## src/rtl/exp_arbiter.sv

```systemverilog
// Exception arbiter/sequencer: edge-captured pending sources, masked selection,
// redirect handshake, EPC strobe and single in-service hold. EXP_RR_EN selects round-robin.
module exp_arbiter (
    input  logic        clk,
    input  logic        reset,
    input  logic [2:0]  exp_src,
    input  logic [2:0]  blk_mask,
    input  logic        glob_block,
    input  logic [31:0] pc_cur,
    input  logic        exp_ack,
    input  logic        eret,
    output logic        exp_req,
    output logic [1:0]  exp_id,
    output logic [31:0] cause,
    output logic        epc_we,
    output logic [31:0] epc_val,
    output logic        in_service,
    output logic [2:0]  pending
);

    typedef enum logic [1:0] {
        ST_IDLE  = 2'd0,
        ST_REQ   = 2'd1,
        ST_SERVE = 2'd2
    } state_t;

    state_t      state_r;
    logic [2:0]  src_q_r;
    logic [2:0]  pend_r;
    logic        exp_req_r;
    logic [1:0]  exp_id_r;
    logic [31:0] cause_r;
    logic        epc_we_r;
    logic [31:0] epc_val_r;
    logic        in_service_r;

    logic [2:0]  rise_s;
    logic [2:0]  elig_s;
    logic [2:0]  clr_s;
    logic [2:0]  pend_nxt_s;
    logic        grant_s;
    logic        ack_s;
    logic [1:0]  pick_s;

    function automatic logic [31:0] cause_of(input logic [1:0] id);
        logic [31:0] c;
        case (id)
            2'd0:    c = 32'h0000_0001;
            2'd1:    c = 32'h0000_0003;
            2'd2:    c = 32'h0000_0007;
            default: c = 32'h0000_0000;
        endcase
        return c;
    endfunction

    function automatic logic [2:0] onehot_of(input logic [1:0] id);
        logic [2:0] oh;
        case (id)
            2'd0:    oh = 3'b001;
            2'd1:    oh = 3'b010;
            2'd2:    oh = 3'b100;
            default: oh = 3'b000;
        endcase
        return oh;
    endfunction

    function automatic logic [1:0] pick_fixed(input logic [2:0] el);
        logic [1:0] p;
        if (el[0]) begin
            p = 2'd0;
        end else if (el[1]) begin
            p = 2'd1;
        end else begin
            p = 2'd2;
        end
        return p;
    endfunction

    // Edge detection, eligibility and pending update; a new rise beats a same-cycle clear.
    always_comb begin
        rise_s  = exp_src & ~src_q_r;
        elig_s  = pend_r & ~blk_mask;
        ack_s   = (state_r == ST_REQ) && exp_ack;
        grant_s = (state_r == ST_IDLE) && !glob_block && (elig_s != 3'b000);
        if (ack_s) begin
            clr_s = onehot_of(exp_id_r);
        end else begin
            clr_s = 3'b000;
        end
        pend_nxt_s = (pend_r & ~clr_s) | rise_s;
    end

`ifdef EXP_RR_EN
    logic [1:0] rr_ptr_r;

    function automatic logic [1:0] pick_rr(input logic [2:0] el, input logic [1:0] ptr);
        logic [1:0] p;
        case (ptr)
            2'd1:    p = el[1] ? 2'd1 : (el[2] ? 2'd2 : 2'd0);
            2'd2:    p = el[2] ? 2'd2 : (el[0] ? 2'd0 : 2'd1);
            default: p = pick_fixed(el);
        endcase
        return p;
    endfunction

    // Round-robin selection starting at the pointer.
    always_comb begin
        pick_s = pick_rr(elig_s, rr_ptr_r);
    end

    // Pointer advances past the source whose grant was acknowledged.
    always_ff @(posedge clk) begin
        if (!reset) begin
            rr_ptr_r <= 2'd0;
        end else if (ack_s) begin
            case (exp_id_r)
                2'd0:    rr_ptr_r <= 2'd1;
                2'd1:    rr_ptr_r <= 2'd2;
                default: rr_ptr_r <= 2'd0;
            endcase
        end
    end
`else
    // Fixed priority selection: source 0 first.
    always_comb begin
        pick_s = pick_fixed(elig_s);
    end
`endif

    // Sequencer FSM with registered outputs; id, cause and EPC stay frozen after a grant.
    always_ff @(posedge clk) begin
        if (!reset) begin
            state_r      <= ST_IDLE;
            src_q_r      <= 3'b111;
            pend_r       <= 3'b000;
            exp_req_r    <= 1'b0;
            exp_id_r     <= 2'd0;
            cause_r      <= 32'h0000_0000;
            epc_we_r     <= 1'b0;
            epc_val_r    <= 32'h0000_0000;
            in_service_r <= 1'b0;
        end else begin
            src_q_r  <= exp_src;
            pend_r   <= pend_nxt_s;
            epc_we_r <= 1'b0;
            case (state_r)
                ST_IDLE: begin
                    if (grant_s) begin
                        state_r   <= ST_REQ;
                        exp_req_r <= 1'b1;
                        exp_id_r  <= pick_s;
                        cause_r   <= cause_of(pick_s);
                        epc_val_r <= pc_cur;
                    end
                end
                ST_REQ: begin
                    if (exp_ack) begin
                        state_r      <= ST_SERVE;
                        exp_req_r    <= 1'b0;
                        epc_we_r     <= 1'b1;
                        in_service_r <= 1'b1;
                    end
                end
                ST_SERVE: begin
                    if (eret) begin
                        state_r      <= ST_IDLE;
                        in_service_r <= 1'b0;
                    end
                end
                default: begin
                    state_r      <= ST_IDLE;
                    exp_req_r    <= 1'b0;
                    in_service_r <= 1'b0;
                end
            endcase
        end
    end

    assign exp_req    = exp_req_r;
    assign exp_id     = exp_id_r;
    assign cause      = cause_r;
    assign epc_we     = epc_we_r;
    assign epc_val    = epc_val_r;
    assign in_service = in_service_r;
    assign pending    = pend_r;

endmodule

```

## config.mk

```make
export PLATFORM = sky130hd
export DESIGN_NAME = exp_arbiter
export DESIGN_NICKNAME = d
export VERILOG_FILES = /design/src/rtl/exp_arbiter.sv
export SDC_FILE = /design/constraint.sdc
export NUM_CORES = 1
export LEC_CHECK = 0
export BUFFER_PORTS_ARGS = -buffer_cell sky130_fd_sc_hd__buf_2
export CORE_ASPECT_RATIO = 1.25
export CORE_UTILIZATION = 35
export CTS_BUF_LIST = sky130_fd_sc_hd__clkbuf_8
export CTS_CLUSTER_SIZE = 14
export DETAILED_ROUTE_END_ITERATION = 16
export GPL_ROUTABILITY_DRIVEN = 0
export GPL_TIMING_DRIVEN = 0
export PLACE_DENSITY = 0.73
export SETUP_SLACK_MARGIN = 0.02
export SYNTH_ARGS = -nofsm -noshare
export SYNTH_HDL_FRONTEND = slang
export SYNTH_SLANG_ARGS = --single-unit
```

## constraint.sdc

```tcl
create_clock -name clk -period 1.77 [get_ports clk]
set_input_delay 0.354 -clock clk [delete_from_list [all_inputs] [get_ports clk]]
set_output_delay 0.354 -clock clk [all_outputs]
set_load 0.02 [all_outputs]
```

# == After elaboration in Yosys (flattened, before gate mapping) ==
# Index checks and enable logic that the tools add are counted.
# word_totals
input_bits,43
regBits,77
# op_classes
reduce_logical,13
bitwise,9
n_eq_ne,9
n_mux,16
# ops
cell,n
3-bit case mux with 3 select lines,2
2-bit 2-to-1 mux,5
3-bit AND,3
3-bit inverter,3
3-bit AND reduction,3
"2-bit by 1-bit equality test with 1-bit output, second input constant",3
"2-bit equality test, second input constant",3
2-bit logical NOT,3
"2-bit != test, second input constant",3
1-bit case mux with 3 select lines,2
2-bit case mux with 3 select lines,1
1-bit 2-to-1 mux,5
2-bit AND reduction,2
1-bit logical AND,3
3-bit 2-to-1 mux,1
3-bit bitwise OR,1
3-bit nonzero test,1
1-bit inverter,2
1-bit logical NOT,1

# == Depth between registers and ports, before layout ==
# Gate-level depths: netlist of the first run.
# logic_depth
word_depth,6
depth_mapped,5

# == Least setup slack after synthesis of the first run ==
# No wires, ideal clock.
# synth_timing
path_kind,register -> register
start,register state_r[0]
end,"register epc_val_r[10], in the netlist epc_val[10]"
arrival_ns,1.353
stages_incl_launch_ff,6
n_path_buf,2
setup_slack_ns,0.346
setup_time_ns,0.072
synth_period_minus_slack_ns,1.424
cell_sequence,dfxtp_1 > or3_4 > a31oi_4 > buf_12 > buf_12 > mux2i_1
# synth_between
elab_chain_len,4
# synth_lines
item,line,text
from (decl),27,state_t state_r;
from (signal assigned),133,state_r <= ST_IDLE;
from (signal assigned),149,state_r <= ST_REQ;
from (signal assigned),158,state_r <= ST_SERVE;
2-bit logical NOT *,"84, 146",
1-bit logical AND (2 in a row),84,grant_s = (state_r == ST_IDLE) && !glob_block && (elig_s != 3'b000);
2-bit AND reduction (no source line) *,-,
to (signal assigned),153,epc_val_r <= pc_cur;
to (decl),34,logic [31:0] epc_val_r;
# Mark *: on every way between the ends. The rest lies on a longest branch, timed or not.
# A chain may end at the register's enable or synchronous reset.

# == Worst setup path after layout of the first run ==
# layout_timing
start,register state_r[0]
end,"register epc_val_r[7], in the netlist epc_val[7]"
# Same word-level chain as after synthesis.

==> results.md, run 1 <==
* TritonCTS clock tree: built
* Largest net degree at the start of global routing at 17
* Hold-fix buffer count after cts at 0
* Initial DRC count at 45
* Synth cell types at 26
* Routed Antenna Nets at 0
* First-pass GRT wire length at approximately 7000 µm
* Area Growth Syn to Fin at 32.9%
* Crit-path max cell delay at 0.42 ns
* Grt ovf at 0
* Die width at 71.8 µm
* Power density cells at 766 mW/mm²
* Top FF cell, synth: dfxtp_1
* CTS Sinks at 47
* Setup repair bufs after CTS at 0
* Synthesized area per cell at 9.19 µm²
* Hold crit path type: primary input to register
* Clk network pwr share at between 30% and 40%
* Core ar. at 0.00582 mm²
* Static leakage at about 1.4 nW
* Ys Warns at 0
* Sequential share of power at 51.7%
* Min setup slack post-route at 0.184 ns
* Final net count at approximately 400
* Crit Path Class: register to register
* Critical path capture point type: register
* # diodes at 0
* Pwr Total at between 2 and 2.5 mW
* Max-cap violations at 0
* Dominant cells by area after synthesis: dfxtp_1 44%, mux2i_1 15%, nand2_1 12%, buf_4 11%, buf_12 3.8%
* Cell count after synthesis at about 230
* Post-synthesis register bit count at 47
* Top cell by count, worst path: buf_12
* Initial Utilization at 36.6%
* Psw at 0.616 mW
* Worst vdd ir at 310 µV
* Vias per cell at 4.29
* Wire length per cell at between 10 and 15 µm
* Fin Setup TNS at 0 ns
* H-tree depth at 2
* Int Pwr at 1.55 mW
* Clock root buffer: clkbuf_8
* Worst-path clk slew at approximately 0.1 ns
* Initial antenna violation count at 0
* Die ar. at 0.00641 mm²
* Sw Share at about 28%
* Fin. Hold Viols at 0
* Max clock buf depth at 2
* RSZ-0062 raised after global routing: no
* CP cell instances: or3_4 -> a31oi_4 -> buf_12 -> buf_12 -> mux2i_1
* Vias in the first global route at between 1500 and 2000
* Minimum clock period at 1.59 ns
* Leading area contributor after synthesis: dfxtp_1
* IO Port Bufs at 84
* EDFF count, synth at 0
* Fraction of layout cells with a size suffix above 1 at 36.4%
* Fmax at 0.630 GHz
* Inserted Clock Buffers at 5
* Post-detail-place hpwl at 3430 µm
* Io pins at roughly 120
* GRT Util Overall at about 14%
* Worst path slowest cell: or3_4
* Routed wire length at 4470 µm
* Failing checks: DRC
* Clock latency on the worst-skew pair at 0.30 ns
* Post-synth top area share at roughly 44%
* Register area share after synthesis at 44.1%
* Die Y at 89.3 µm
* Post-Syn Area at 0.00213 mm²
* CP Launch Type: register
* Crit path arrival time at 1.81 ns
* Number of core rows at 31
* Top-count cell post-synth: nand2_1
* Final Skew at 0.0119 ns
* # setup viols final at 0
* DP Worst Slack at around 0.17 ns
* CTS resizes at 0
* DRT Pass-1 Iters at 10
* Period utilization at 89.6%
* Comb power frac at 18.1%
* Outcome: complete, but fails checks
* Crit-path max FO at 10
* CP bufs+invs at 2
* CP delay by family, top: simple AND/OR/NAND/NOR gates
* Post-route DRC at 1
* Synth cell count leaders: 68 x nand2_1, 47 x dfxtp_1, 32 x mux2i_1
* Synth async-reset ratio at 0%
* Critical Path RT at 2.00 ns
* Total number of vias at 1792
* Final Max Slew Viols at 0
[final timing paths]
check | start | endpoint | slack (ns) | depth (start not counted)
max | state_r[0] | epc_val[7] | 0.18 | 5
min | exp_src[2] | src_q_r[2] | 0.25 | 2
max reg2reg | state_r[0] | epc_val[7] | 0.18 | 5
min reg2reg | epc_val[20] | epc_val[20] | 0.45 | 2
[per-stage QoR]
step	util (%)	hold slack [ns]	instance area [µm²]	std cells
floorplan	-	0.455	2240	260
global placement	47.1	0.440	2740	410
detailed placement	47.1	0.445	2740	410
CTS	48.7	0.243	2830	418
global route	48.7	0.238	2830	418
finish	48.7	0.252	2830	418
[layer usage]
metal,up-vias,wire length [µm],track usage (%)
met5,-,0,0
met4,0,68,5.88
met3,7,292,4.17
met2,70,2190,25.3
met1,787,1910,16.0
li1,928,-,-
[sequential cells by signal, summed over array words and instances, names as in the netlist]
name,count
epc_val,32
exp_id,2
state_r,2
cause,2
exp_req,1
in_service,1
src_q_r,3
epc_we,1
pending,3
[cell usage in the layout, fill, tap and decap left out, types with 2 or more instances in the layout]
master / Yosys / final
nor2b_1: 2 / 2
nand2b_1: 11 / 11
clkbuf_8: 0 / 5
conb_1: 1 / 29
a21oi_1: 5 / 5
buf_2: 0 / 84
clkinvlp_4: 0 / 2
clkbuf_1: 8 / 8
o211a_1: 2 / 2
mux2i_1: 32 / 32
buf_12: 4 / 4
nand2_1: 68 / 68
o21ai_0: 5 / 5
dfxtp_1: 47 / 47
buf_4: 30 / 30
nor2_1: 3 / 3
o21a_1: 2 / 2
[area by class of cell]
class / count / area [µm²]
Timing Repair Buffer: 84 / 420
Inverter: 1 / 3.75
Tap cell: 66 / 82.6
Clock inverter: 3 / 23.8
Clock buffer: 5 / 68.8
Sequential cell: 47 / 941
Buffer: 42 / 335
Multi-Input combinational cell: 170 / 957
Fill cell: 577 / 2990
[power by group through the flow]
stage	combinational (mW)	clock, mW	sequential [mW]
after floorplan	0.239	0	1.19
after global placement	0.390	0	1.14
after detailed placement	0.395	0	1.15
after CTS	0.396	0.695	1.12
after global routing	0.430	0.740	1.13
final	0.393	0.655	1.12
[cells by family (layout without fill, tap and decap cells)]
family | Yosys count | after routing | share of synthesized area [%]
simple gates | 90 | 90 | 18.4
flops | 47 | 47 | 44.1
buf+inv | 43 | 135 | 15.9
mux | 32 | 32 | 15.0
compound gates | 19 | 19 | 6.40
other cells | 1 | 29 | 0.176
(Power assumes the default switching activity.)
==> inputs of run 2 (changes only) <==
- RECOVER_POWER: not set -> 100
==> run 2 against run 1 <==
  * The run still ends with DRC left
  * Total power fell by 0.45%
  * Die area did not move
  * Utilization fell by 1.0 points
  * Non-clock buffer count did not move
  * Wire length rose by 0.31%
  * Clock power barely moved
  * Flip-flop and latch count did not move
  * Clock skew barely moved
  * First-iteration DRC count rose by 8.9%
  * Setup slack got worse by 0.028 ns
  * Sequential share of layout area rose by 0.70 points
  * Largest power group unchanged
  * Highest routed layer unchanged
==> results.md, run 2 (synthesis gave the netlist of run 1 again) <==
* Outcome: complete, but fails checks
* Failing checks: DRC
* Final instance area at 0.00277 mm²
* Final Skew at 0.0115 ns
* Die width at slightly above 70 µm
* Routed wire length at 4480 µm
* Max-cap violations at 0
* Crit path arrival time at 1.84 ns
* Grt ovf at 0
* Initial Utilization at a little over a third
* DP Worst Slack at 0.167 ns
* Worst vdd ir at 310 µV
* CTS Sinks at 47
* Min setup slack post-route at 0.156 ns
* Pwr Total at 2.16 mW
* FF+latch area at ~940 µm²
* Post-detail-place hpwl at 3430 µm
* Hold Crit Start: exp_src[2]
* Routed Antenna Nets at 0
* Fin Setup TNS at 0 ns
* Setup repair bufs after CTS at 0
* Final net count at 394
* Final Max Slew Viols at 0
* CP cell instances: or3_1 -> a31oi_4 -> buf_12 -> buf_12 -> mux2i_1
* Initial antenna violation count at 0
* TritonCTS clock tree: built
* Static leakage at ~1.2 nW
* # diodes at 0
* Fmax at about 0.62 GHz
* Number of core rows at 31
* Inserted Clock Buffers at 5
* Fillers at 605
* Crit Path Class: register to register
* R2R depth at 5
* Top cell by count, worst path: buf_12
* Reg2reg start: state_r[0]
* Fraction of layout cells with a size suffix above 1 at 23.9%
* Minimum clock period at 1.61 ns
* Die ar. at 0.00641 mm²
* CTS resizes at 0
* Layout Cells excl Fill at 418
* WHS Endpoint: src_q_r[2]
* Multi-input logic area at 952 µm²
* Area Growth Syn to Fin at 30.1%
* Clock root buffer: clkbuf_8
* Inst Count DP at a little over 400
* FF-to-FF End: epc_val[7]
* Hold WS at between 0.2 and 0.3 ns
* DP Area at approximately 0.0027 mm²
* Hold crit path type: primary input to register
* Critical path capture point type: register
* Vias per cell at 4.29
* Worst path slowest cell: or3_1
* R2r setup slk at 0.16 ns
* Largest register FFs at 32
* H-tree depth at 2
* IO Port Bufs at 84
* Hold-fix buffer count after cts at 0
* Worst-path clk slew at 0.10 ns
* Core ar. at 0.00582 mm²
* First-pass GRT wire length at 7010 µm
* Most common cell after layout, fill and taps aside: nand2_1
* Fin. Hold Viols at 0
* Die Y at between 80 and 90 µm
* Commonest cells after routing, fill and taps aside: 68 x nand2_1, 51 x clkbuf_1, 47 x dfxtp_1
* Largest net degree at the start of global routing at 17
* Wire length per cell at 10.7 µm
* # setup viols final at 0
* Vias in the first global route at around 1600
* Initial DRC count at 49
* Period utilization at 91.2%
* Io pins at 115
* Total number of vias at 1792
* GRT Util Overall at between 10% and 20%
* Post-route DRC at 1
* Post-Route Utilization at 47.7%
* RSZ-0062 raised after global routing: no
* Crit-path max cell delay at 0.44 ns
* Power density cells at 778 mW/mm²
* Critical Path RT at roughly 2 ns
* CP Launch Type: register
* DRT Pass-1 Iters at 10
* Crit-path max FO at 10
* Clock latency on the worst-skew pair at 0.30 ns
* Worst hold stages at 2
* Max clock buf depth at 2
run 2: cell count changes in the layout (fill, tap and decap cells not counted):
| cell | delta |
|---|---|
| buf_2 | -43 |
| clkbuf_1 | +43 |
| o21ai_0 | +1 |
| o21ai_1 | -1 |
| or3_1 | +1 |
| or3_4 | -1 |
run 2: where the power goes:
part | leakage, nW | internal [mW] | switching, mW
sequential | 0.382 | 1.10 | 0.0233
clock | 0.0408 | 0.283 | 0.373
combinational | 0.783 | 0.161 | 0.221
run 2: worst max-delay path by stage:
| stage | start | end | cells after the start |
|---|---|---|---|
| after floorplan | state_r[0] | epc_val[10] | 5 |
| after global placement | glob_block | epc_val[7] | 6 |
| after detailed placement | glob_block | epc_val[7] | 6 |
| after CTS | state_r[0] | epc_val[7] | 5 |
| after global routing | state_r[0] | epc_val[17] | 5 |
| final | state_r[0] | epc_val[7] | 5 |
run 2: final cells by class:
cell class,instances,area share [%]
buffer,42,12.1
clock buffer,5,2.48
clock inverter,3,0.857
inverter,1,0.135
multi-input combinational,170,34.3
sequential,47,33.9
tap,66,2.98
timing repair buffer,84,13.2
run 2: critical path, delay by kind of cell, from the launching register on:
family,cells,cell delay [ns]
flip-flops,1,0.38
AND/OR/NAND/NOR,1,0.44
multiplexers,1,0.20
AO/OA/AOI/OAI,1,0.19
buffers and inverters,2,0.32
run 2: layer usage:
metal  vias to the layer above  track usage (%)  share of wire, %  routed length (µm)
met2                        70             25.3                49                2190
met5                         -                0                 0                   0
met1                       786             16.0                43                1930
met3                         7             4.17               6.5                 290
li1                        929                -                 -                   -
met4                         0             5.88               1.5                  68
==> inputs of run 3 (changes only) <==
- CTS_CLUSTER_DIAMETER: not set -> 40
- SETUP_SLACK_MARGIN: 0.02 -> 0.4
==> run 3 against run 2 <==
  * The run now ends clean
  * Flip-flop and latch count is the same
  * Sequential power barely moved
  * Non-clock buffer count grew 3
  * Clock skew fell by 0.00093 ns
  * Critical path type unchanged
  * Worst hold slack better by 0.010 ns
  * First-iteration DRC count rose by 8.2%
  * Sequential share of layout area fell by 1.1 points
  * Clock power rose by 40%
  * Largest cell class unchanged
  * Fmax rose by 6.8%
  * Utilization increased by 1.6 points
  * Cell count rose by 0.72%
==> results.md, run 3 (synthesis gave the netlist of run 1 again) <==
* Area Growth Syn to Fin at 34.5%
* Worst vdd ir at 362 µV
* Inst Count DP at 410
* Hold crit path type: primary input to register
* Grt ovf at 0
* Io pins at 115
* Clock root buffer: clkbuf_8
* DRT Pass-1 Iters at 4
* Most common cell after layout, fill and taps aside: nand2_1
* Fin. Hold Viols at 0
* Vias in the first global route at 1515
* Worst-path clk slew at 0.09 ns
* Initial antenna violation count at 0
* Total number of vias at around 1800
* Final net count at 397
* Layout Cells excl Fill at 421
* Worst path slowest cell: dfxtp_1
* IO Port Bufs at 84
* H-tree depth at 2
* Outcome: finished, final reports clean
* CP cell instances: or3_1 -> a31oi_4 -> buf_12 -> clkbuf_16 -> mux2i_1
* Initial DRC count at 53
* Max clock buf depth at 2
* Core ar. at 0.00582 mm²
* CP delay by family, top: flip-flops
* Sw Share at 24.8%
* Largest register FFs at 32
* TritonCTS clock tree: built
* Post-detail-place hpwl at between 3000 and 4000 µm
* # setup viols final at 0
* CP bufs+invs at 2
* Largest net degree at the start of global routing at 16
* Die width at slightly above 70 µm
* Psw at around 0.60 mW
* Fillers at 580
* Clk network pwr share at 37.8%
* Final Max Slew Viols at 0
* GRT Util Overall at 13.8%
* Crit-path max cell delay at 0.38 ns
* Routed Antenna Nets at 0
* Die ar. at 0.00641 mm²
* Minimum clock period at 1.51 ns
* Inserted Clock Buffers at 5
* Clock latency on the worst-skew pair at approximately 0.3 ns
* Number of core rows at 31
* Power density cells at about 850 mW/mm²
* Max-cap violations at 0
* Hold-fix buffer count after cts at 0
* RSZ-0062 raised after global routing: yes
* Fmax at 0.662 GHz
* CP Launch Type: register
* Comb power frac at 16.2%
* First-pass GRT wire length at 6800 µm
* Vias per cell at 4.23
* Commonest cells after routing, fill and taps aside: 68 x nand2_1, 51 x clkbuf_1, 47 x dfxtp_1
* Fin Setup TNS at 0 ns
* Crit Path Class: register to register
* Routed wire length at 4540 µm
* Fraction of layout cells with a size suffix above 1 at 24.5%
* Critical path capture point type: register
* # diodes at 0
* Post-route DRC at 0
* Critical Path RT at slightly below 2 ns
* Sequential share of power at 46.0%
* Pwr Total at roughly 2.4 mW
* Crit path arrival time at 1.73 ns
* Crit-path max FO at 8
* Wire length per cell at around 11 µm
* Final Skew at 0.0105 ns
* Period utilization at 85.4%
* Int Pwr at 1.83 mW
* Static leakage at 1.25 nW
* CTS Sinks at 47
* Initial Utilization at 36.6%
* Die Y at 89.3 µm
[run 3: changes by cell type in the layout (fill, tap and decap cells not counted), sizes merged]
cell / before / now
buf: 75 / 77
bufinv: 0 / 2
clkbuf: 56 / 57
clkinvlp: 2 / 1
inv: 2 / 1
[run 3: final cells by class]
| cell class | count | area [µm²] | area share [%] |
|---|---|---|---|
| buffer | 42 | 335 | 11.7 |
| timing repair buffer | 87 | 417 | 14.5 |
| tap | 66 | 82.6 | 2.88 |
| inverter | 1 | 3.75 | 0.131 |
| clock buffer | 5 | 68.8 | 2.40 |
| multi-input combinational | 170 | 952 | 33.2 |
| sequential | 47 | 941 | 32.8 |
| clock inverter | 3 | 67.6 | 2.36 |
[run 3: path summary, 6_finish.rpt]
| check | startpoint | end | slack, ns | cells after the start |
|---|---|---|---|---|
| setup / recovery | state_r[0] | epc_val[15] | 0.26 | 5 |
| hold / removal | exp_src[2] | src_q_r[2] | 0.26 | 2 |
| setup reg to reg | state_r[0] | epc_val[15] | 0.26 | 5 |
| hold reg to reg | epc_val[9] | epc_val[9] | 0.46 | 2 |
[run 3: power by group through the flow]
stage | combinational (mW) | clock (mW) | sequential (mW)
floorplan | 0.239 | 0 | 1.19
detailed placement | 0.394 | 0 | 1.15
finish | 0.394 | 0.921 | 1.12
CTS | 0.402 | 0.951 | 1.12
global route | 0.429 | 0.996 | 1.13
global placement | 0.391 | 0 | 1.14
[run 3: worst reg2reg max path, delay by kind of cell (launching register included)]
kind / cells / cell delay, ns
DFF: 1 / 0.38
and+or+nand+nor: 1 / 0.38
buffers and inverters: 2 / 0.31
AOI/OAI and AO/OA: 1 / 0.19
muxes: 1 / 0.18
[run 3: repair_timing]
item	CTS	global route
gates resized for setup	4	0
setup buffers	2	0
cloned	0	1
endpoints found under the setup margin	35	36
[run 3: metrics by stage]
step / hold slack [ns] / cell area [µm²] / worst slack [ns] / utilization (%)
2_1_floorplan: 0.455 / 2240 / 0.346 / -
3_3_place_gp: 0.441 / 2740 / 0.149 / 47.1
3_5_place_dp: 0.445 / 2740 / 0.125 / 47.1
4_1_cts: 0.253 / 2910 / 0.279 / 50.0
5_1_grt: 0.243 / 2870 / 0.162 / 49.3
6_report: 0.262 / 2870 / 0.259 / 49.3
[run 3: layer usage]
layer	share of wire, %	global-route usage [%]	up-vias
met1	43	16.0	768
met4	1.3	5.35	0
li1	-	-	934
met5	0	0	-
met3	5.8	3.61	6
met2	50	24.4	72
